### config.mk
export PLATFORM = sky130hd
export DESIGN_NAME = ps2_rx_fifo
export DESIGN_NICKNAME = d
export VERILOG_FILES = /design/src/rtl/ps2_pkg.sv /design/src/rtl/ps2_sync_filter.sv /design/src/rtl/ps2_rx_fifo.sv
export SDC_FILE = /design/constraint.sdc
export NUM_CORES = 1
export LEC_CHECK = 0
export ABC_CLOCK_PERIOD_IN_PS = 4200
export CAP_MARGIN = 20
export CORE_MARGIN = 4
export CORE_UTILIZATION = 45
export DETAILED_ROUTE_END_ITERATION = 10
export PLACE_DENSITY = 0.65
export SLEW_MARGIN = 20
export SYNTH_ARGS = -nofsm -noshare
export SYNTH_HDL_FRONTEND = slang
export SYNTH_HIERARCHICAL = 1
export SYNTH_SLANG_ARGS = --single-unit
### constraint.sdc
create_clock -name clk -period 4.2 [get_ports clk]
set_clock_uncertainty 0.15 [all_clocks]
set_input_delay 1.26 -clock clk [delete_from_list [all_inputs] [get_ports clk]]
set_output_delay 1.26 -clock clk [all_outputs]
set_load 0.01 [all_outputs]
### src/rtl/ps2_pkg.sv
`default_nettype none
// +------------------------------------------------------------------+
// | Module  : ps2_pkg                                                |
// | Brief   : Shared types and constants for the PS/2 receive FIFO.  |
// | Revision: 1.0                                                    |
// +------------------------------------------------------------------+
package ps2_pkg;

  localparam int PS2_DATA_W     = 8;
  localparam int PS2_FRAME_BITS = 11;

  // Frame receiver states: start bit seen in IDLE, then 8 data bits,
  // the parity bit and finally the stop bit.
  typedef enum logic [1:0] {
    ST_IDLE   = 2'd0,
    ST_DATA   = 2'd1,
    ST_PARITY = 2'd2,
    ST_STOP   = 2'd3
  } ps2_state_t;

endpackage
`default_nettype wire

### src/rtl/ps2_sync_filter.sv
`default_nettype none
// +------------------------------------------------------------------+
// | Module  : ps2_sync_filter                                        |
// | Brief   : 2-flop synchronisers for ps2_clk/ps2_data, glitch      |
// |           filter on ps2_clk and a one-cycle falling-edge pulse.  |
// | Revision: 1.0                                                    |
// +------------------------------------------------------------------+
module ps2_sync_filter
  import ps2_pkg::*;
#(
  parameter int FILTER_LEN = 4
) (
  input  logic clk,
  input  logic reset,
  input  logic ps2_clk,
  input  logic ps2_data,
  output logic data_sync,
  output logic fall
);

  localparam int c_CNT_W = $clog2(FILTER_LEN + 1);

  logic [1:0]         clk_sync_q, clk_sync_d;
  logic [1:0]         data_sync_q, data_sync_d;
  logic               filt_q, filt_d;
  logic [c_CNT_W-1:0] cnt_q, cnt_d;
  logic               fall_q, fall_d;

  // Filtered level follows the synchronised clock only after it has
  // disagreed for FILTER_LEN consecutive samples; a fall emits a pulse.
  always_comb begin
    clk_sync_d  = {clk_sync_q[0], ps2_clk};
    data_sync_d = {data_sync_q[0], ps2_data};
    filt_d      = filt_q;
    cnt_d       = '0;
    fall_d      = 1'b0;
    if (clk_sync_q[1] != filt_q) begin
      if (cnt_q == c_CNT_W'(FILTER_LEN - 1)) begin
        filt_d = clk_sync_q[1];
        fall_d = filt_q;
      end else begin
        cnt_d = cnt_q + c_CNT_W'(1);
      end
    end
  end

  // State registers; everything resets to the idle-high line level.
  always_ff @(posedge clk or posedge reset) begin
    if (reset) begin
      clk_sync_q  <= 2'b11;
      data_sync_q <= 2'b11;
      filt_q      <= 1'b1;
      cnt_q       <= '0;
      fall_q      <= 1'b0;
    end else begin
      clk_sync_q  <= clk_sync_d;
      data_sync_q <= data_sync_d;
      filt_q      <= filt_d;
      cnt_q       <= cnt_d;
      fall_q      <= fall_d;
    end
  end

  assign data_sync = data_sync_q[1];
  assign fall      = fall_q;

endmodule
`default_nettype wire

### src/rtl/ps2_rx_fifo.sv
`default_nettype none
// +------------------------------------------------------------------+
// | Module  : ps2_rx_fifo                                            |
// | Brief   : PS/2 device-to-host frame receiver feeding a show-ahead|
// |           FIFO with sticky overflow and frame error pulse.       |
// |           Define PS2_RX_PARITY_CHECK_EN to reject frames with    |
// |           bad (even) parity.                                     |
// | Revision: 1.0                                                    |
// +------------------------------------------------------------------+
module ps2_rx_fifo
  import ps2_pkg::*;
#(
  parameter int DEPTH       = 8,
  parameter int FILTER_LEN  = 4,
  parameter int TIMEOUT_CYC = 50000
) (
  input  logic                    clk,
  input  logic                    reset,
  input  logic                    ps2_clk,
  input  logic                    ps2_data,
  input  logic                    rd_en,
  input  logic                    overflow_clr,
  output logic [PS2_DATA_W-1:0]   data,
  output logic                    ready,
  output logic [$clog2(DEPTH):0]  level,
  output logic                    overflow,
  output logic                    frame_err
);

  localparam int c_PTR_W = $clog2(DEPTH);
  localparam int c_LVL_W = c_PTR_W + 1;
  localparam int c_TO_W  = $clog2(TIMEOUT_CYC + 1);

  logic w_data_s;
  logic w_sample;

  ps2_sync_filter #(.FILTER_LEN(FILTER_LEN)) u_sync_filter (
    .clk       (clk),
    .reset     (reset),
    .ps2_clk   (ps2_clk),
    .ps2_data  (ps2_data),
    .data_sync (w_data_s),
    .fall      (w_sample)
  );

  ps2_state_t            state_q, state_d;
  logic [2:0]            bit_cnt_q, bit_cnt_d;
  logic [PS2_DATA_W-1:0] shift_q, shift_d;
  logic [c_TO_W-1:0]     to_cnt_q, to_cnt_d;
  logic                  frame_err_q, frame_err_d;
  logic [c_PTR_W-1:0]    wr_ptr_q, wr_ptr_d, rd_ptr_q, rd_ptr_d;
  logic [c_LVL_W-1:0]    level_q, level_d;
  logic                  overflow_q, overflow_d;
  logic [PS2_DATA_W-1:0] mem_q [DEPTH];

  logic w_frame_done, w_frame_ok, w_parity_ok;
  logic w_full, w_push, w_pop, w_drop;

`ifdef PS2_RX_PARITY_CHECK_EN
  logic parity_q, parity_d;
  // Odd parity over data+parity marks a good frame.
  assign w_parity_ok = ^{shift_q, parity_q};
`else
  // Parity bit is clocked through the PARITY state but never checked.
  assign w_parity_ok = 1'b1;
`endif

  // Frame receiver: next state, bit capture and inactivity timeout.
  always_comb begin
    state_d      = state_q;
    bit_cnt_d    = bit_cnt_q;
    shift_d      = shift_q;
    to_cnt_d     = to_cnt_q;
    w_frame_done = 1'b0;
`ifdef PS2_RX_PARITY_CHECK_EN
    parity_d     = parity_q;
`endif
    case (state_q)
      ST_IDLE: begin
        to_cnt_d = '0;
        if (w_sample && !w_data_s) begin
          state_d   = ST_DATA;
          bit_cnt_d = 3'd0;
        end
      end
      ST_DATA: begin
        if (w_sample) begin
          shift_d[bit_cnt_q] = w_data_s;
          bit_cnt_d          = bit_cnt_q + 3'd1;
          if (bit_cnt_q == 3'd7) state_d = ST_PARITY;
        end
      end
      ST_PARITY: begin
        if (w_sample) begin
`ifdef PS2_RX_PARITY_CHECK_EN
          parity_d = w_data_s;
`endif
          state_d  = ST_STOP;
        end
      end
      ST_STOP: begin
        if (w_sample) begin
          state_d      = ST_IDLE;
          w_frame_done = 1'b1;
        end
      end
      default: state_d = ST_IDLE;
    endcase
    // Any state past IDLE gives up after TIMEOUT_CYC quiet cycles.
    if (state_q != ST_IDLE) begin
      if (w_sample) begin
        to_cnt_d = '0;
      end else if (to_cnt_q == c_TO_W'(TIMEOUT_CYC - 1)) begin
        state_d   = ST_IDLE;
        bit_cnt_d = 3'd0;
        to_cnt_d  = '0;
      end else begin
        to_cnt_d = to_cnt_q + c_TO_W'(1);
      end
    end
  end

  assign w_frame_ok  = w_frame_done & w_data_s & w_parity_ok;
  assign frame_err_d = (w_frame_done & ~w_frame_ok) |
                       ((state_q != ST_IDLE) & ~w_sample &
                        (to_cnt_q == c_TO_W'(TIMEOUT_CYC - 1)));

  // FIFO bookkeeping: a full FIFO still accepts a push when popped the
  // same cycle, since the slot being freed is the one being written.
  always_comb begin
    w_full   = (level_q == c_LVL_W'(DEPTH));
    w_pop    = rd_en & (level_q != '0);
    w_push   = w_frame_ok & (~w_full | w_pop);
    w_drop   = w_frame_ok & w_full & ~w_pop;
    wr_ptr_d = wr_ptr_q + c_PTR_W'(w_push);
    rd_ptr_d = rd_ptr_q + c_PTR_W'(w_pop);
    level_d  = level_q;
    if (w_push && !w_pop)      level_d = level_q + c_LVL_W'(1);
    else if (!w_push && w_pop) level_d = level_q - c_LVL_W'(1);
    overflow_d = overflow_q;
    if (w_drop)            overflow_d = 1'b1;
    else if (overflow_clr) overflow_d = 1'b0;
  end

  // Control and status registers.
  always_ff @(posedge clk or posedge reset) begin
    if (reset) begin
      state_q     <= ST_IDLE;
      bit_cnt_q   <= 3'd0;
      shift_q     <= '0;
      to_cnt_q    <= '0;
      frame_err_q <= 1'b0;
      wr_ptr_q    <= '0;
      rd_ptr_q    <= '0;
      level_q     <= '0;
      overflow_q  <= 1'b0;
`ifdef PS2_RX_PARITY_CHECK_EN
      parity_q    <= 1'b0;
`endif
    end else begin
      state_q     <= state_d;
      bit_cnt_q   <= bit_cnt_d;
      shift_q     <= shift_d;
      to_cnt_q    <= to_cnt_d;
      frame_err_q <= frame_err_d;
      wr_ptr_q    <= wr_ptr_d;
      rd_ptr_q    <= rd_ptr_d;
      level_q     <= level_d;
      overflow_q  <= overflow_d;
`ifdef PS2_RX_PARITY_CHECK_EN
      parity_q    <= parity_d;
`endif
    end
  end

  // Storage array; contents are only visible through a non-zero level.
  always_ff @(posedge clk) begin
    if (w_push) mem_q[wr_ptr_q] <= shift_q;
  end

  assign ready     = (level_q != '0);
  assign data      = ready ? mem_q[rd_ptr_q] : '0;
  assign level     = level_q;
  assign overflow  = overflow_q;
  assign frame_err = frame_err_q;

endmodule
`default_nettype wire

# Word-level counts from Yosys, hierarchy flattened
# Memory sizes are Yosys's and may differ from the RTL's.
# Index checks and enable logic that the tools add are counted.
# totals
output_inout_bits	15
latch_bits	0
mem_count	1
mem_bits_rw	64
register_bits	50
mem_bits_ro	0
# mem_list
memory	depth	word_bits	rd	rd_ports_with_merged_regs	write_ports	line	rtl
mem_q	8	8	1	0	1	ps2_rx_fifo.sv:54	logic [PS2_DATA_W-1:0] mem_q [DEPTH];
# op_classes
mul	0
bitwise_logic	14
shifts	0
order_cmp	2
div	0
addsub	7
n_mux	35
eq_ne	8
reduce_logical	15
# ops
op	count
16-bit 2-to-1 mux	4
3-bit 2-to-1 mux	7
16-bit by 1-bit adder with 16-bit output (second input constant)	1
16-bit == test (second input constant)	1
2-bit 2-to-1 mux	8
1-bit 2-to-1 mux	9
1-bit AND	8
8-bit bitwise mux	1
4-bit 2-to-1 mux	2
8-bit 2-to-1 mux	1
2-bit case mux with 4 select lines	1
2-bit nonzero test	4
3-bit by 1-bit adder with 3-bit output	2
3-bit by 1-bit adder with 3-bit output (second input constant)	2
3-bit case mux with 2 select lines	1
4-bit by 1-bit adder with 4-bit output (second input constant)	1
2-bit == test (second input constant)	2
4-bit == test (second input constant)	1
1-bit logical AND	4
3-bit by 4-bit less-than comparator with 1-bit output (second input constant)	1
1-bit inverter	4
2-bit AND reduction	2
4-bit nonzero test	1
4-bit by 1-bit subtractor with 4-bit output (second input constant)	1
9 further kinds	12

# Depth between registers and ports, before layout
# Gate-level depths: netlist (run 1).
# logic_depth
depth_word	8
mapped_depth	10
depth_no_buf	10

# By module
# The synthesis (run 1) kept the hierarchy.
# modules_own_cells
mod	area_each_um2	n_inst	seq_area_each_um2	cells_each
ps2_rx_fifo	4579.4	1	2947.8	306
ps2_sync_filter	321.6	1	231.5	18

# Least setup slack after synthesis (run 1)
# OpenSTA, ideal clock, no wires.
# synth_timing
path_kind	input -> register
start	input port rd_en
end	register level_q[3], in the netlist level[3]
stages	8
setup_slack_ns	1.054
path_buffers	0
t_arrival_ns	2.859
cell_sequence	inv_1 a31oi_1 ha_1 inv_1 ha_1 a21o_1 a2111oi_0 o31ai_1
# synth_via
elab_chain_len	6
elab_cells_between_ends	9
# synth_lines
item	line	rtl
start: declaration	ps2_rx_fifo.sv:21	input logic rd_en,
1-bit AND (*)	ps2_rx_fifo.sv:132	w_pop = rd_en & (level_q != '0);
1-bit OR	ps2_rx_fifo.sv:133	w_push = w_frame_ok & (~w_full | w_pop);
1-bit AND	ps2_rx_fifo.sv:133	
1-bit zero test	ps2_rx_fifo.sv:139	else if (!w_push && w_pop) level_d = level_q - c_LVL_W'(1);
1-bit logical AND	ps2_rx_fifo.sv:139	
2-bit nonzero test (no line)	-	
end signal: assignment	ps2_rx_fifo.sv:168	level_q <= level_d;
end: declaration	ps2_rx_fifo.sv:52	logic [c_LVL_W-1:0] level_q, level_d;
# Mark *: on every way between the ends. The rest lies on a longest branch, timed or not.
# A chain may end at the register's enable or synchronous reset.

# Worst setup path in the final report (run 1)
# layout_timing
start	register rd_ptr_q[1]
end	output port data[2]
# layout_via
elab_chain_len	2
# layout_lines
item	line	rtl
start: declaration	ps2_rx_fifo.sv:51	logic [c_PTR_W-1:0] wr_ptr_q, wr_ptr_d, rd_ptr_q, rd_ptr_d;
start signal: assignment	ps2_rx_fifo.sv:167	rd_ptr_q <= rd_ptr_d;
memory 8 x 8 bit	-	
8-bit 2-to-1 mux	ps2_rx_fifo.sv:182	assign data = ready ? mem_q[rd_ptr_q] : '0;
end: declaration	ps2_rx_fifo.sv:23	output logic [PS2_DATA_W-1:0] data,
# No other way between the ends.

==> results of run 1 <==
-- power groups by stage --
| stage | logic, mW | clock network (mW) | registers, mW |
|---|---|---|---|
| floorplan | 0.590 | 0 | 1.34 |
| global placement | 0.792 | 0 | 1.40 |
| detailed placement | 0.817 | 0 | 1.40 |
| CTS | 0.820 | 1.34 | 1.38 |
| global route | 0.880 | 1.40 | 1.39 |
| finish | 0.797 | 1.32 | 1.38 |
-- sequential cells by signal, summed over array words and instances (netlist names) --
signal,count
level,4
mem_q,64
wr_ptr_q,3
u_sync_filter/fall,1
u_sync_filter/cnt_q,3
overflow,1
bit_cnt_q,3
rd_ptr_q,3
frame_err,1
to_cnt_q,16
u_sync_filter/data_sync_q,2
shift_q,8
state_q,2
u_sync_filter/clk_sync_q,2
u_sync_filter/filt_q,1
-- area by class of cell --
type | instances | area share [%]
Multi-Input combinational cell | 185 | 27.2
Timing Repair Buffer | 33 | 5.09
Clock inverter | 14 | 2.22
Inverter | 14 | 0.898
Clock buffer | 18 | 7.31
Tap cell | 136 | 2.91
Sequential cell | 114 | 54.3
-- how the worst max path moves through the flow --
stage | startpoint | endpoint | slack (ps) | cells past startpoint
floorplan | rd_en | level[3] | 1050 | 8
global placement | rd_en | level[3] | 480 | 9
detailed placement | rd_en | level[3] | 360 | 9
CTS | rd_ptr_q[1] | data[1] | 330 | 5
global route | rd_ptr_q[1] | data[4] | 250 | 5
finish | rd_ptr_q[1] | data[2] | 390 | 5
-- routing by layer --
metal | up-vias | routed length, µm | global-route usage, %
li1 | 1285 | - | -
met1 | 1352 | 3840 | 18.6
met2 | 38 | 4270 | 23.6
met3 | 9 | 308 | 4.69
met4 | 0 | 97 | 5.53
met5 | - | 0 | 0
-- worst max-delay path: stages, from the launching register on --
cell             delay, ps
dfrtp_1                580
buf_4                  270
mux4_2                 310
mux2i_1                140
nor2_1                  70
clkdlybuf4s50_1        510
-- logic make-up after synthesis --
logic type      count (synthesis)  share of synthesized area, %
compound gates                 20                          2.66
buf+inv                        25                          2.63
fa+ha+maj                      12                          3.22
simple gates                  100                          12.0
flops                         114                          64.9
mux                            34                          11.3
xor+xnor                       19                          3.40
-- cells in the final DEF, fill, tap and decap left out, types with 5 or more instances in the layout --
cell / n
edfxtp_1: 64
dfrtp_1: 45
nor2_1: 37
clkdlybuf4s50_1: 20
mux4_2: 16
clkbuf_16: 16
xnor2_1: 15
inv_1: 13
buf_4: 13
nand2_1: 12
nor3_1: 11
ha_1: 11
nand3_1: 9
mux2i_1: 9
mux2_1: 8
clkinvlp_4: 5
dfstp_2: 5
-- metrics by stage --
step | hold WS, ps | setup slack (ps) | utilization, % | area [µm²]
final | 205 | 392 | 55.9 | 5850
after global routing | 211 | 253 | 55.9 | 5850
after CTS | 206 | 332 | 55.9 | 5850
after detailed placement | 198 | 364 | 50.6 | 5290
after global placement | 198 | 476 | 50.6 | 5290
after floorplan | 195 | 1050 | - | 4900
==> summary.txt, run 1 <==
==============================================================================
# Max-Cap Violations ............................................            0
Number of detailed-routing iterations run before antenna repair .            4
Startpoint of the worst register-to-register path ...............     level[1]
Fmax ............................................................      263 MHz
Setup slack, reg-to-reg .........................................      1140 ps
Remaining antenna violation count ...............................            0
Time the worst path needs with I/O delays and setup .............      3810 ps
Die height ......................................................       112 µm
Min-delay worst type ............................................ flip-flop to flip-flop
Library cells used by synthesis .................................           51
Area Overhead vs Synth ..........................................        19.4%
Hold Violations, Final ..........................................            0
Critical Path End Type .......................................... primary output
Average footprint of a synthesized cell .........................     15.1 µm²
Area of the multi-input gates ...................................     1590 µm²
Combinational share of power ....................................        22.8%
FF-to-FF End ....................................................     level[3]
Net switching fraction of the power .............................        28.0%
Number of flops mapped to enable cells by yosys .................           64
#FFs+latches synth ..............................................          114
Root Buffer .....................................................     clkbuf_8
Category of the most critical setup path ........................ flip-flop to primary output
Die X ...........................................................       112 µm
Power per cell area .............................................   597 nW/µm²
Netlist area before placement ...................................     4900 µm²
Total instance count after detailed placement ...................          482
Dominant synthesized flop cell ..................................     edfxtp_1
Vias in the first global route ..................................         2752
Final Max Slew Viols ............................................            0
Post-CTS setup buffer count .....................................            0
DR iter-0 viols .................................................           99
Die area ........................................................    12600 µm²
Total power consumption of the routed design ....................      3.49 mW
Internal ........................................................      2.52 mW
Yosys warnings ..................................................            6
Clk slew on worst S/H paths .....................................        60 ps
Worst endpoint required time ....................................      2790 ps
Detailed-placement wirelength estimate ..........................      5600 µm
Count of nets after finishing ...................................          383
Global routing usage summed across all routing layers ...........        14.6%
Average wire per cell in the routed design ......................      16.6 µm
Area of the core region .........................................    10500 µm²
Post-Syn Nets ...................................................          342
Sum Neg Setup Slack .............................................         0 ps
Library cell with the largest summed area after synthesis .......     edfxtp_1
Clock buffer count from CTS .....................................           17
Quantity of hold-fixing buffers added after cts .................            0
Storage element area ............................................     3180 µm²
# port buffers ..................................................           20
Filler instances ................................................          850
Level count of the clock H-tree .................................            4
Depth of the most critical reg-to-reg path ......................            9
Pin count of the biggest net entering global routing ............           24
Cts repair resizes ..............................................            0
Via Count .......................................................         2684
TritonCTS Sinks .................................................          114
Setup violations, final .........................................            0
Synth top area share ............................................        39.2%
Num rows ........................................................           37
Ranking of synthesized cells by instance count .................. edfxtp_1, dfrtp_1, nor2_1
Slew margin rel. ................................................        42.3%
Min-Delay Endpoint .............................................. u_sync_filter/data_sync_q[1]
TritonCTS clock tree ............................................          yes
Clock power frac ................................................        37.8%
Final estimated routing congestion in global placement ..........        0.732
Proportion of power drawn by flip-flops and latches .............        39.4%
Wire length of the first global-routing pass ....................     14000 µm
Actual slew at the worst max-slew pin ...........................       865 ps
Clk Latency, worst-skew pair ....................................       510 ps
Arrival time of the worst setup path ............................      2400 ps
Unrepaired setup endpoints after global routing .................        false
Crit share post-route ...........................................        90.7%
Num ports .......................................................           21
Routed wire length ..............................................      8520 µm
Global route overflow ...........................................            0
Leakage dissipation .............................................      2.21 nW
Share of the yosys chip area belonging to registers .............        64.9%
Launching element type of the critical path .....................    flip-flop
Startpoint of the most critical hold path ....................... u_sync_filter/data_sync_q[0]
Fraction of registers with async set/reset ......................        43.9%
Number of remaining DRC errors ..................................            0
Status ..........................................................    completed
Largest cells by area after synthesis ........................... edfxtp_1, dfrtp_1, mux4_2, nor2_1, ha_1
Antenna violations before repair ................................            0
Layout cells sized above 1 ......................................        22.0%
Ant. Diodes .....................................................            0
Deepest clock path buffer count .................................            2
Peak VDD IR .....................................................       321 µV
Detail-routed via count per cell ................................         5.22
Initial standard-cell utilization of the core ...................        46.8%
Sw Pwr ..........................................................     0.980 mW
Non-Filler Instances ............................................          514
Maximum net fanout on the critical path .........................            9
Post-Syn Instances ..............................................          324
Cell count of the worst hold path ...............................            0
Cell with the most instances after synthesis ....................     edfxtp_1
==============================================================================
Power figures use the tool's default switching activity.
==> inputs of run 2 (changes only) <==
--- a/config.mk
+++ b/config.mk
@@ -14,5 +14,4 @@
 export SLEW_MARGIN = 20
 export SYNTH_ARGS = -nofsm -noshare
 export SYNTH_HDL_FRONTEND = slang
-export SYNTH_HIERARCHICAL = 1
 export SYNTH_SLANG_ARGS = --single-unit
==> run 2 against run 1 <==
- global-route usage decreased by 0.070 points
- final area down 0.77%
- clock power rose by 5%
- non-clock buffer count decreased by 3
- final cell count shrank 0.39%
- sequential power about the same
- total power grew 0.77%
- die area fell by 1.2%
- largest power group is now the clock network
==> summary.txt, run 2 <==
==============================================================================
Area Overhead vs Synth ..........................................        20.0%
Die height ......................................................       112 µm   -0.61%
Post-Syn Nets ...................................................          344   +0.58%
Vias in the first global route ..................................         2841   +3.2%
Initial standard-cell utilization of the core ...................        46.4%   -0.40 points
Cell area after placement .......................................     5230 µm²   -1.3%
TritonCTS Sinks .................................................          114   unchanged
Global route overflow ...........................................            0   unchanged
Maximum net fanout on the critical path .........................           17   +8
Filler instances ................................................          848   -0.24%
Yosys warnings ..................................................            0   -6
Library cells used by synthesis .................................           44   -14%
Max FFs per register ............................................           64   unchanged
Layout cells sized above 1 ......................................        19.7%   -2.3 points
Actual slew at the worst max-slew pin ...........................       851 ps   -13.9 ps
Root Buffer .....................................................     clkbuf_8
Launching element type of the critical path .....................    flip-flop
Leakage dissipation .............................................      2.18 nW   -1.4%
Status ..........................................................    completed
Critical Path End Type .......................................... primary output
Library cell with the largest summed area after synthesis .......     edfxtp_1
TritonCTS clock tree ............................................          yes
Cts repair resizes ..............................................            0   unchanged
DR iter-0 viols .................................................          114   +15%
Routed wire length ..............................................      8280 µm   -2.8%
Wire length of the first global-routing pass ....................     14000 µm   about the same
Ranking of synthesized cells by instance count .................. edfxtp_1, dfrtp_1, nor2_1
Worst endpoint required time ....................................      2790 ps   about the same
Global routing usage summed across all routing layers ...........        14.6%   -0.070 points
Final Max Slew Viols ............................................            0   unchanged
Clk slew on worst S/H paths .....................................        60 ps   about the same
Via Count .......................................................         2696   +0.45%
Commonest non-fill, non-tap cell in the layout ..................     edfxtp_1
Crit share post-route ...........................................        92.0%   +1.3 points
Min-delay worst type ............................................ flip-flop to flip-flop
Top flop regs ................................................... mem_q (64), to_cnt_q (16), shift_q (8)
Non-Filler Instances ............................................          512   -0.39%
Slew margin rel. ................................................        43.2%   +0.93 points
Synth top area share ............................................        39.7%   +0.52 points
Count of nets after finishing ...................................          382   -0.26%
Total instance count after detailed placement ...................          481   -0.21%
Cell with the most instances after synthesis ....................     edfxtp_1
Detailed-placement wirelength estimate ..........................      5120 µm   -8.5%
Time the worst path needs with I/O delays and setup .............      3860 ps   +54.2 ps
Post-Syn Instances ..............................................          326   +0.62%
Number of remaining DRC errors ..................................            0   unchanged
Netlist area before placement ...................................     4840 µm²   -1.3%
Average wire per cell in the routed design ......................      16.2 µm   -2.4%
Share of the yosys chip area belonging to registers .............        65.7%   +0.86 points
Remaining antenna violation count ...............................            0   unchanged
Dominant synthesized flop cell ..................................     edfxtp_1
Hold Violations, Final ..........................................            0   unchanged
# Max-Cap Violations ............................................            0   unchanged
Die area ........................................................    12500 µm²   -1.2%
Deepest clock path buffer count .................................            2   unchanged
Register bank with the most flops ...............................        mem_q
Clk Latency, worst-skew pair ....................................       490 ps   -20 ps
Ant. Diodes .....................................................            0   unchanged
Peak VDD IR .....................................................       350 µV   +9.1%
Most frequent cells in the layout ............................... edfxtp_1, dfrtp_1, nor2_1
Antenna violations before repair ................................            0   unchanged
Pin count of the biggest net entering global routing ............           51   +110%
Level count of the clock H-tree .................................            4   unchanged
Category of the most critical setup path ........................ flip-flop to primary output
Clock buffer count from CTS .....................................           17   unchanged
Post-CTS setup buffer count .....................................            0   unchanged
End-of-flow core utilization ....................................        55.7%   -0.18 points
Arrival time of the worst setup path ............................      2450 ps   +50 ps
Smallest hold slack .............................................       205 ps   -0.0440 ps
Fin area ........................................................     5810 µm²   -0.77%
Num ports .......................................................           21   unchanged
Average footprint of a synthesized cell .........................     14.8 µm²   -1.9%
Quantity of hold-fixing buffers added after cts .................            0   unchanged
Number of detailed-routing iterations run before antenna repair .            4   unchanged
Final estimated routing congestion in global placement ..........        0.762   +4.0%
#FFs+latches synth ..............................................          114   unchanged
Number of flops mapped to enable cells by yosys .................           64   unchanged
Sum Neg Setup Slack .............................................         0 ps   unchanged
Num rows ........................................................           37   unchanged
Power per cell area .............................................   607 nW/µm²   +1.6%
Unrepaired setup endpoints after global routing .................        false
Setup violations, final .........................................            0   unchanged
Area of the core region .........................................    10400 µm²   -0.44%
Detail-routed via count per cell ................................         5.27   +0.84%
Fraction of registers with async set/reset ......................        43.9%   unchanged
Largest cells by area after synthesis ........................... edfxtp_1, dfrtp_1, mux4_2, nor2_1, xnor2_1
Fmax ............................................................      259 MHz   -1.4%
Die X ...........................................................       112 µm   -0.61%
# port buffers ..................................................           20   unchanged
==============================================================================
[run 2: cell types whose count changed in the layout (fill, tap and decap cells not counted), sizes merged, moves of 3 or more]
cell	before	now
buf	13	10
nor2	37	40
nand3	10	7
inv	18	13
[run 2: layer usage]
| metal | GRT usage [%] | part of all wire, % |
|---|---|---|
| met2 | 23.3 | 50 |
| met4 | 5.11 | 1.0 |
| met3 | 4.84 | 4.1 |
| met1 | 18.7 | 45 |
| met5 | 0 | 0 |
[run 2: cells by family (layout without fill, tap and decap cells)]
logic type                 count (synthesis)  count (layout)  synth area share (%)
DFF                                      114             114                  65.7
and+or+nand+nor                          103             103                  11.2
muxes                                     34              34                  11.4
buffers and inverters                     24              74                  2.20
AOI/OAI and AO/OA                         20              20                  2.77
xor gates and xnor gates                  19              19                  3.44
adders and majority gates                 12              12                  3.26
[run 2: power breakdown]
part	total (mW)	switching [mW]	internal, mW
combinational	0.754	0.307	0.447
sequential	1.38	0.135	1.25
clock	1.39	0.490	0.895
[run 2: worst paths after layout]
kind	slack, ps	cells after the start	endpoint	from
max	340	4	data[7]	rd_ptr_q[1]
min	200	0	u_sync_filter.data_sync_q[1]	u_sync_filter.data_sync_q[0]
max in group asynchronous	2300	2	shift_q[5]	reset
max reg2reg	1310	8	level[3]	u_sync_filter.data_sync_q[1]
min reg2reg	200	0	u_sync_filter.data_sync_q[1]	u_sync_filter.data_sync_q[0]
min in group asynchronous	1080	2	overflow	reset
[run 2: per-stage QoR]
step / setup WS, ps / power (mW)
finish: 338 / 3.52
global route: 163 / 3.71
CTS: 264 / 3.57
detailed placement: 318 / 2.18
global placement: 487 / 2.16
floorplan: 1040 / 1.89
[run 2: critical path, cell delays in order, from the launching register on]
cell and delay (ps):
dfrtp_1 830, mux4_2 400, mux2i_1 180, nor2_1 70, clkdlybuf4s50_1 470
[run 2: final cells by class]
cell class / instances / area, µm² / area share (%)
clock buffers: 17 / 414 / 7.13
clock inverters: 14 / 165 / 2.84
inverters: 13 / 50.0 / 0.862
multi-input cells: 188 / 1550 / 26.7
flip-flops and latches: 114 / 3180 / 54.8
well taps: 136 / 170 / 2.93
repair buffers: 30 / 275 / 4.74
